$ cat src/rtl/sram_controller_power_fsm.sv
`default_nettype none
// ============================================================================
// sram_controller_power_fsm : SRAM macro power-state sequencer (auto-sleep, timed wake,
// optional power-gated shutdown enabled by SRAM_CTRL_DEEP_SLEEP_EN).  Rev 1.0
// ============================================================================
module sram_controller_power_fsm #(
  parameter int IDLE_CYCLES  = 16,
  parameter int WAKE_CYCLES  = 4,
  parameter int DEEP_CYCLES  = 256,
  parameter int PWRUP_CYCLES = 8
) (
  input  logic       hclk_i,
  input  logic       hreset_i,
  input  logic       hsel_i,
  input  logic [1:0] htrans_i,
  input  logic       sleep_en_i,
  input  logic       sleep_req_i,
  input  logic       wake_req_i,
  input  logic       ret_lost_clr_i,
  output logic       hready_gate_o,
  output logic [1:0] fsm_state_o,
  output logic       sram_clk_en_o,
  output logic       sram_pwr_en_o,
  output logic       sram_iso_o,
  output logic       ret_lost_o
);

  localparam int IDLE_W = (IDLE_CYCLES > 1) ? $clog2(IDLE_CYCLES) : 1;
  localparam int WAKE_W = (WAKE_CYCLES > 1) ? $clog2(WAKE_CYCLES) : 1;
  localparam logic [IDLE_W-1:0] IDLE_LAST = IDLE_W'(IDLE_CYCLES - 1);
  localparam logic [WAKE_W-1:0] WAKE_LAST = WAKE_W'(WAKE_CYCLES - 1);

  typedef enum logic [2:0] {
    ST_ACTIVE = 3'd0,
    ST_SLEEP  = 3'd1,
`ifdef SRAM_CTRL_DEEP_SLEEP_EN
    ST_WAKEUP = 3'd2,
    ST_ISO    = 3'd3,
    ST_OFF    = 3'd4,
    ST_PWRUP  = 3'd5
`else
    ST_WAKEUP = 3'd2
`endif
  } state_t;

  state_t            state_q, state_d;
  logic [IDLE_W-1:0] idle_cnt_q, idle_cnt_d;
  logic [WAKE_W-1:0] wake_cnt_q, wake_cnt_d;
  logic              hready_q;
  logic [1:0]        fsm_state_q;
  logic              clk_en_q;
  logic              activity;
  logic              unused_inputs;

  assign activity = hsel_i & htrans_i[1];

`ifdef SRAM_CTRL_DEEP_SLEEP_EN
  localparam int DEEP_W = (DEEP_CYCLES > 1) ? $clog2(DEEP_CYCLES) : 1;
  localparam int PWR_W  = (PWRUP_CYCLES > 1) ? $clog2(PWRUP_CYCLES) : 1;
  localparam logic [DEEP_W-1:0] DEEP_LAST = DEEP_W'(DEEP_CYCLES - 1);
  localparam logic [PWR_W-1:0]  PWR_LAST  = PWR_W'(PWRUP_CYCLES - 1);

  logic [DEEP_W-1:0] sleep_cnt_q, sleep_cnt_d;
  logic [PWR_W-1:0]  pwr_cnt_q, pwr_cnt_d;
  logic              pending_q, pending_d;
  logic              ret_lost_q, ret_lost_d;
  logic              pwr_en_q, iso_q;

  assign unused_inputs = htrans_i[0];
`else
  assign unused_inputs = ^{htrans_i[0], ret_lost_clr_i, DEEP_CYCLES[0], PWRUP_CYCLES[0]};
`endif

  always_comb begin
    state_d    = state_q;
    idle_cnt_d = '0;
    wake_cnt_d = '0;
`ifdef SRAM_CTRL_DEEP_SLEEP_EN
    sleep_cnt_d = '0;
    pwr_cnt_d   = '0;
    pending_d   = 1'b0;
    ret_lost_d  = ret_lost_q & ~ret_lost_clr_i;
`endif
    case (state_q)
      ST_ACTIVE: begin
        if (!activity) begin
          idle_cnt_d = (idle_cnt_q == IDLE_LAST) ? idle_cnt_q : idle_cnt_q + IDLE_W'(1);
          if (sleep_req_i || (sleep_en_i && (idle_cnt_q == IDLE_LAST)))
            state_d = ST_SLEEP;
        end
      end
      ST_SLEEP: begin
        if (activity || wake_req_i)
          state_d = ST_WAKEUP;
`ifdef SRAM_CTRL_DEEP_SLEEP_EN
        else if (sleep_en_i && (sleep_cnt_q == DEEP_LAST))
          state_d = ST_ISO;
        else
          sleep_cnt_d = (sleep_cnt_q == DEEP_LAST) ? sleep_cnt_q : sleep_cnt_q + DEEP_W'(1);
`endif
      end
      ST_WAKEUP: begin
        if (wake_cnt_q == WAKE_LAST)
          state_d = ST_ACTIVE;
        else
          wake_cnt_d = wake_cnt_q + WAKE_W'(1);
      end
`ifdef SRAM_CTRL_DEEP_SLEEP_EN
      ST_ISO: begin
        // A wake seen while isolating cannot abort the sequence; remember it for OFF.
        state_d    = ST_OFF;
        pending_d  = activity | wake_req_i;
        ret_lost_d = 1'b1;
      end
      ST_OFF: begin
        if (activity || wake_req_i || pending_q)
          state_d = ST_PWRUP;
        else
          pending_d = pending_q;
      end
      ST_PWRUP: begin
        if (pwr_cnt_q == PWR_LAST)
          state_d = ST_WAKEUP;
        else
          pwr_cnt_d = pwr_cnt_q + PWR_W'(1);
      end
`endif
      default: state_d = ST_ACTIVE;
    endcase
  end

  // Outputs are decoded from the next state so they change on the same edge as the state.
  always_ff @(posedge hclk_i or posedge hreset_i) begin
    if (hreset_i) begin
      state_q     <= ST_ACTIVE;
      idle_cnt_q  <= '0;
      wake_cnt_q  <= '0;
      hready_q    <= 1'b1;
      fsm_state_q <= 2'b00;
      clk_en_q    <= 1'b1;
`ifdef SRAM_CTRL_DEEP_SLEEP_EN
      sleep_cnt_q <= '0;
      pwr_cnt_q   <= '0;
      pending_q   <= 1'b0;
      ret_lost_q  <= 1'b0;
      pwr_en_q    <= 1'b1;
      iso_q       <= 1'b0;
`endif
    end else begin
      state_q    <= state_d;
      idle_cnt_q <= idle_cnt_d;
      wake_cnt_q <= wake_cnt_d;
      hready_q   <= (state_d == ST_ACTIVE);
      clk_en_q   <= (state_d == ST_ACTIVE) || (state_d == ST_WAKEUP);
      case (state_d)
        ST_SLEEP:  fsm_state_q <= 2'b01;
        ST_WAKEUP: fsm_state_q <= 2'b10;
`ifdef SRAM_CTRL_DEEP_SLEEP_EN
        ST_ISO, ST_OFF, ST_PWRUP: fsm_state_q <= 2'b11;
`endif
        default:   fsm_state_q <= 2'b00;
      endcase
`ifdef SRAM_CTRL_DEEP_SLEEP_EN
      sleep_cnt_q <= sleep_cnt_d;
      pwr_cnt_q   <= pwr_cnt_d;
      pending_q   <= pending_d;
      ret_lost_q  <= ret_lost_d;
      pwr_en_q    <= (state_d != ST_OFF);
      iso_q       <= (state_d == ST_ISO) || (state_d == ST_OFF) || (state_d == ST_PWRUP);
`endif
    end
  end

  assign hready_gate_o = hready_q;
  assign fsm_state_o   = fsm_state_q;
  assign sram_clk_en_o = clk_en_q;
`ifdef SRAM_CTRL_DEEP_SLEEP_EN
  assign sram_pwr_en_o = pwr_en_q;
  assign sram_iso_o    = iso_q;
  assign ret_lost_o    = ret_lost_q;
`else
  assign sram_pwr_en_o = 1'b1;
  assign sram_iso_o    = 1'b0;
  assign ret_lost_o    = 1'b0;
`endif

endmodule
`default_nettype wire

$ cat config.mk
export PLATFORM = sky130hd
export DESIGN_NAME = sram_controller_power_fsm
export DESIGN_NICKNAME = d
export VERILOG_FILES = /design/src/rtl/sram_controller_power_fsm.sv
export SDC_FILE = /design/constraint.sdc
export NUM_CORES = 1
export LEC_CHECK = 0
export ABC_AREA = 1
export CORE_MARGIN = 1
export CORE_UTILIZATION = 45
export DETAILED_ROUTE_END_ITERATION = 8
export GPL_ROUTABILITY_DRIVEN = 0
export HOLD_SLACK_MARGIN = 0.12
export PLACE_DENSITY = 0.75
export SLEW_MARGIN = 20
export SYNTH_ARGS = -nofsm -noshare
export SYNTH_HDL_FRONTEND = slang
export SYNTH_SLANG_ARGS = --single-unit
$ cat constraint.sdc
create_clock -name hclk_i -period 1.6 [get_ports hclk_i]
set_clock_uncertainty 0.1 [all_clocks]
set_input_delay 0.24 -clock hclk_i [delete_from_list [all_inputs] [get_ports hclk_i]]
set_output_delay 0.24 -clock hclk_i [all_outputs]
set_load 0.01 [all_outputs]
==> metrics.md, run 1 <==
| Metric | Value |
|---|---|
| Internal | `around 490 uW` |
| Post-Place Setup Slack | `~250 ps` |
| Routed via count | `between 400 and 500` |
| PwrDens | `about 880 nW/um^2` |
| Share of cells above drive strength 1 | `roughly a quarter` |
| Cell taking the most area after synthesis | `dfrtp_1` |
| Cell depth of the worst flop-to-flop path | `4` |
| Crit path cell chain | `clkdlybuf4s50_1` |
| Initial antenna violation count | `0` |
| Post-synthesis simple-gate area fraction | `roughly 25%` |
| Worst Hold Class | `in2async` |
| WL final | `926 microns` |
| Crit path time final | `roughly 1500 ps` |
| Core area | `between 1000 and 1500 sq um` |
| Post-route DRC | `0` |
| Highest clock rate | `between 0.6 and 0.7 GHz` |
| Yosys top cell area share | `between 40 and 50%` |
| Register share of total power | `a little under three fifths` |
| Syn Area/Cell | `just over 9 sq um` |
| Mux contribution to synthesized area | `0%` |
| Compound-gate portion of the synthesized area | `6.10%` |
| First-pass DRT Iterations | `2` |
| Outcome | `finished, final reports clean` |
| Gate Count Post-Synth | `between 60 and 70` |
| Final Hold Fails | `0` |
| Fin area | `743 sq um` |
| Register area share after synthesis | `about 53%` |
| P_sw | `between 150 and 200 uW` |
| Vias/cell | `around 4.7` |
| Met2 GRT Util | `between 20% and 30%` |
| Clock network power share | `between 30% and 40%` |
| Post-Syn Area | `between 600 and 700 sq um` |
| Biggest cell delay along the critical path | `540 ps` |
| Cell family with most CP delay | `buffers and inverters` |
| RSZ-0062 raised after global routing | `no` |
| Placed Area | `a little over 700 sq um` |
| Clock tree sinks | `13` |
| Data arrival, critical path | `approximately 1200 ps` |
| Clock tree from TritonCTS | `done` |
| Std cell rows | `12` |
| Sw frac | `around 26%` |
| Setup Crit Path Kind | `reg2out` |
| Final-stage net count | `a little over 90` |
| Die Ht | `just under 40 microns` |
| Largest net degree at the start of global routing | `14` |
| Ys Warns | `0` |
| Clock latency on the worst-skew pair | `280 ps` |
| Final setup vio count | `0` |
| Final HPWL DP | `722 microns` |
| Largest fanout on the critical path | `1` |
| Number of nets with antenna violations after routing | `0` |
| Final slew viol count | `0` |
| Longest Clk Path Bufs | `2` |
| Htree depth | `1` |
| Largest family of logic cells by synthesized area | `simple AND/OR/NAND/NOR gates` |
| PostCTS Resize Cnt | `2` |
| Register-to-Register Setup Slack | `390 ps` |
| Tcrit/Tclk final | `93.1%` |
| Vias in the first global route | `approximately 400` |
| GRT overflow | `0` |
| Max-cap viol count | `0` |
| TNS Setup | `0 ps` |
| Worst setup SP type | `flip-flop` |
| Drt wl/cell | `9.96 microns` |
| Clock root buffer | `clkbuf_4` |
| Hold_buf cts | `0` |
| Commonest non-fill, non-tap cell in the layout | `dfrtp_1` |
| Post-CTS Setup Bufs | `0` |
| Num CTS Buffers | `3` |
| Most frequent cells in the layout | `dfrtp_1, nand2_1, inv_1, clkdlybuf4s50_1, nand2_2` |
| Crit path buf inv count | `1` |
| Clk slew on worst S/H paths | `roughly 80 ps` |
| Initial core utilization | `slightly above 50%` |
| Port bufs | `10` |
| Die X-Extent | `about 39 microns` |
| First-pass GRT wire length | `roughly 1500 microns` |
| Global Route met3 Usage | `6.94%` |
| Final setup margin | `between 100 and 150 ps` |
| Worst VDD drop | `approximately 0.47 mV` |
| Flops & latches, synth | `13` |
| Post-synthesis xor/xnor area fraction | `0%` |
| Leakage dissipation | `0.000383 uW` |
| Initial drt markers | `3` |
| Worst path required time | `between 1000 and 1500 ps` |
| DIE AREA | `between 1500 and 2000 sq um` |
| Antenna Cells | `0` |
| Combinational share of power | `14.4%` |
| Post-Synth Adder-Cell Area | `under 10%` |
| Global-route usage over all layers | `16.0%` |
| Critical path's slowest cell | `clkdlybuf4s50_1` |
| Global route hottest layer | `met2` |
| Met1 usage | `16.4%` |
| Crit Reg-Reg Startpoint | `idle_cnt_q[0]` |
| Hold slack final | `162 ps` |
| Ports | `16` |
| Synth area leaders | `dfrtp_1, dfstp_2, nand2_2` |
| Synth cell types | `20` |
| Area growth syn-to-layout | `20.7%` |
| Crit. End Element | `output port` |
| End of the worst register-to-register path | `idle_cnt_q[3]` |
[cells by family (layout without fill, tap and decap cells)]
kind of cell    Yosys count  after routing
buf+inv                  14             25
fa+ha+maj                 2              2
compound gates            5              5
other cells               2              4
simple gates             30             30
flops                    13             13
[per-stage QoR]
step / std cells / power [uW] / util [%]
CTS: 93 / 669 / 62.7
finish: 93 / 656 / 62.7
global placement: 89 / 465 / 60.5
global route: 93 / 691 / 62.7
detailed placement: 89 / 468 / 60.5
floorplan: 68 / 430 / -
[area by class of cell]
class                           instances  area, sq um
Timing Repair Buffer                   10         97.6
Inverter                               11         41.3
Tap cell                               14         17.5
Multi-Input combinational cell         41          231
Sequential cell                        13          328
Fill cell                             117          443
Clock inverter                          1         5.00
Clock buffer                            3         22.5
[power groups by stage]
stage	logic [uW]	registers [uW]	clock network (uW)
global placement	97.4	367	0
global route	107	364	220
CTS	96.3	362	211
finish	94.5	362	200
detailed placement	99.6	368	0
floorplan	57.7	372	0
[synthesized netlist by cell type]
| cell type | number |
|---|---|
| buf_4 | 3 |
| conb_1 | 2 |
| nor3_1 | 1 |
| nand3_1 | 3 |
| o211a_1 | 1 |
| inv_2 | 3 |
| o21ai_0 | 2 |
| ha_1 | 2 |
| dfstp_2 | 2 |
| dfrtp_1 | 11 |
| nand4_1 | 1 |
| nor2_1 | 5 |
| nand2_1 | 10 |
| nor2_2 | 1 |
| a21oi_2 | 1 |
| nand2_2 | 7 |
| nor2_4 | 1 |
| nand3_2 | 1 |
| o21ai_2 | 1 |
| inv_1 | 8 |
[worst max path at each step]
stage / startpoint / to / slack (ps) / cells past startpoint
after global routing: fsm_state_o[0] / fsm_state_o[0] / 90 / 1
after floorplan: idle_cnt_q[0] / idle_cnt_q[3] / 460 / 4
after CTS: fsm_state_o[1] / fsm_state_o[1] / 90 / 1
after global placement: sram_clk_en_o / sram_clk_en_o / 240 / 1
final: fsm_state_o[1] / fsm_state_o[1] / 110 / 1
after detailed placement: sram_clk_en_o / sram_clk_en_o / 250 / 1
[layer usage]
layer,vias to the layer above,wire [microns]
li1,220,-
met1,197,396
met2,15,426
met3,4,74
met4,0,29
met5,-,0
[registers in the layout, indices dropped and copies added, names as in the netlist]
signal	cells
idle_cnt_q	4
state_q	3
fsm_state_o	2
wake_cnt_q	2
hready_gate_o	1
sram_clk_en_o	1
Power figures use the tool's default switching activity.
==> run 2, diff against run 1 <==
--- a/config.mk
+++ b/config.mk
@@ -12,7 +12,9 @@
 export GPL_ROUTABILITY_DRIVEN = 0
 export HOLD_SLACK_MARGIN = 0.12
 export PLACE_DENSITY = 0.75
+export SKIP_CTS_REPAIR_TIMING = 1
 export SLEW_MARGIN = 20
 export SYNTH_ARGS = -nofsm -noshare
 export SYNTH_HDL_FRONTEND = slang
 export SYNTH_SLANG_ARGS = --single-unit
+export TNS_END_PERCENT = 30
==> run 2 against run 1 <==
  * Non-clock buffer count unchanged
  * Final cell count unchanged
  * Sequential share of layout area down 0.44 points
  * Global-route usage unchanged
  * Cell area up 1.0%
  * Sequential power about the same
  * Clock power about the same
  * Critical path depth unchanged
  * Routed wire length unchanged
  * Maximum frequency unchanged
  * Core utilization up 0.63 points
  * Critical path type unchanged
==> metrics.md, run 2 (synthesis gave the netlist of run 1 again) <==
| Metric | Value |
|---|---|
| Outcome | `finished, final reports clean` |
| Clock latency on the worst-skew pair | `about 280 ps` |
| Number of nets with antenna violations after routing | `0` |
| Largest net degree at the start of global routing | `14` |
| Clock tree sinks | `13` |
| Leakage dissipation | `about 0.00039 uW` |
| Clock root buffer | `clkbuf_4` |
| WL final | `a little over 900 microns` |
| Max-cap viol count | `0` |
| Initial antenna violation count | `0` |
| Data arrival, critical path | `approximately 1200 ps` |
| Htree depth | `1` |
| Port bufs | `10` |
| Std cell rows | `12` |
| Final HPWL DP | `722 microns` |
| Clock tree from TritonCTS | `done` |
| Routed via count | `about 440` |
| Vias/cell | `4.69` |
| Initial drt markers | `3` |
| Final total power | `between 600 and 700 uW` |
| Tcrit/Tclk final | `93.1%` |
| Highest clock rate | `0.671 GHz` |
| Worst setup SP type | `flip-flop` |
| Crit. End Element | `output port` |
| First-pass DRT Iterations | `2` |
| Setup Crit Path Kind | `reg2out` |
| Drt wl/cell | `around 10 microns` |
| First-pass GRT wire length | `between 1500 and 2000 microns` |
| End of the worst register-to-register path | `idle_cnt_q[3]` |
| PwrDens | `slightly below 900 nW/um^2` |
| Die X-Extent | `approximately 39 microns` |
| Crit path cell chain | `clkdlybuf4s50_1` |
| Cell depth of the worst flop-to-flop path | `4` |
| Clk slew on worst S/H paths | `80 ps` |
| Cell family with most CP delay | `buffers and inverters` |
| Die Ht | `39.0 microns` |
| Num CTS Buffers | `3` |
| Share of cells above drive strength 1 | `26.6%` |
| Biggest cell delay along the critical path | `about 540 ps` |
| Crit path time final | `between 1000 and 1500 ps` |
| Fin area | `around 750 sq um` |
| Largest regs | `idle_cnt_q (4), state_q (3)` |
| Crit Reg-Reg Startpoint | `idle_cnt_q[0]` |
| Most flops, register | `idle_cnt_q` |
| Final-stage net count | `91` |
| Final core area utilization | `63.3%` |
| DIE AREA | `1520 sq um` |
| Final slew viol count | `0` |
| Largest register FFs | `4` |
| GRT overflow | `0` |
| Final Hold Fails | `0` |
| Most frequent cells in the layout | `dfrtp_1, nand2_1, inv_1, clkdlybuf4s50_1, nand2_2` |
| Global-route usage over all layers | `16.0%` |
| Core area | `1190 sq um` |
| Largest fanout on the critical path | `1` |
| Worst path required time | `1260 ps` |
| RSZ-0062 raised after global routing | `no` |
| Commonest non-fill, non-tap cell in the layout | `dfrtp_1` |
| Critical path's slowest cell | `clkdlybuf4s50_1` |
| Antenna Cells | `0` |
| Register-to-Register Setup Slack | `approximately 400 ps` |
| Ports | `16` |
| Fillers | `116` |
| Vias in the first global route | `401` |
| Initial core utilization | `about half` |
| Area growth syn-to-layout | `22.0%` |
| Worst VDD drop | `0.465 mV` |
| Post-route DRC | `0` |
| Worst Hold Class | `in2async` |
| Crit path buf inv count | `1` |
| Longest Clk Path Bufs | `2` |
| Final setup vio count | `0` |
| Placed Area | `718 sq um` |
==> run 2: changes by cell type in the layout (fill, tap and decap cells not counted), sizes merged <==
cell          previous run  this run
dlygate4sd2              2         0
dlymetal6s2s             0         2
==> run 2: final cells by class <==
class	instances	area [sq um]	area share [%]
well taps	14	17.5	2.33
clock inverters	1	5.00	0.667
repair buffers	10	105	14.0
flip-flops and latches	13	328	43.7
inverters	11	41.3	5.50
clock buffers	3	22.5	3.00
multi-input cells	41	231	30.8
==> run 2: power by group <==
group | total [uW] | switching (uW) | internal (uW)
sequential | 362 | 9.55 | 352
clock | 200 | 107 | 92.9
combinational | 96.8 | 52.0 | 44.8
==> run 2: worst max-delay path by stage <==
stage / endpoint / cells after the start / from
final: fsm_state_o[1] / 1 / fsm_state_o[1]
after global routing: fsm_state_o[0] / 1 / fsm_state_o[0]
after CTS: sram_clk_en_o / 1 / sram_clk_en_o
after detailed placement: sram_clk_en_o / 1 / sram_clk_en_o
after global placement: sram_clk_en_o / 1 / sram_clk_en_o
after floorplan: idle_cnt_q[3] / 4 / idle_cnt_q[0]
==> run 2: metal layers <==
layer	global-route usage, %	wire [microns]	up-vias
met5	0	0	-
met4	10.3	29	0
met3	6.94	73	4
met2	26.3	426	15
met1	16.4	397	197
li1	-	-	220
==> run 2: stage by stage <==
step / hold WS (ps) / setup TNS (ps) / cells / worst slack (ps)
final: 162 / 0 / 93 / 111
after global routing: 209 / 0 / 93 / 92.0
after CTS: 167 / -149 / 93 / -83.9
after detailed placement: 368 / 0 / 89 / 245
after global placement: 329 / 0 / 89 / 242
after floorplan: 15.5 / 0 / 68 / 459
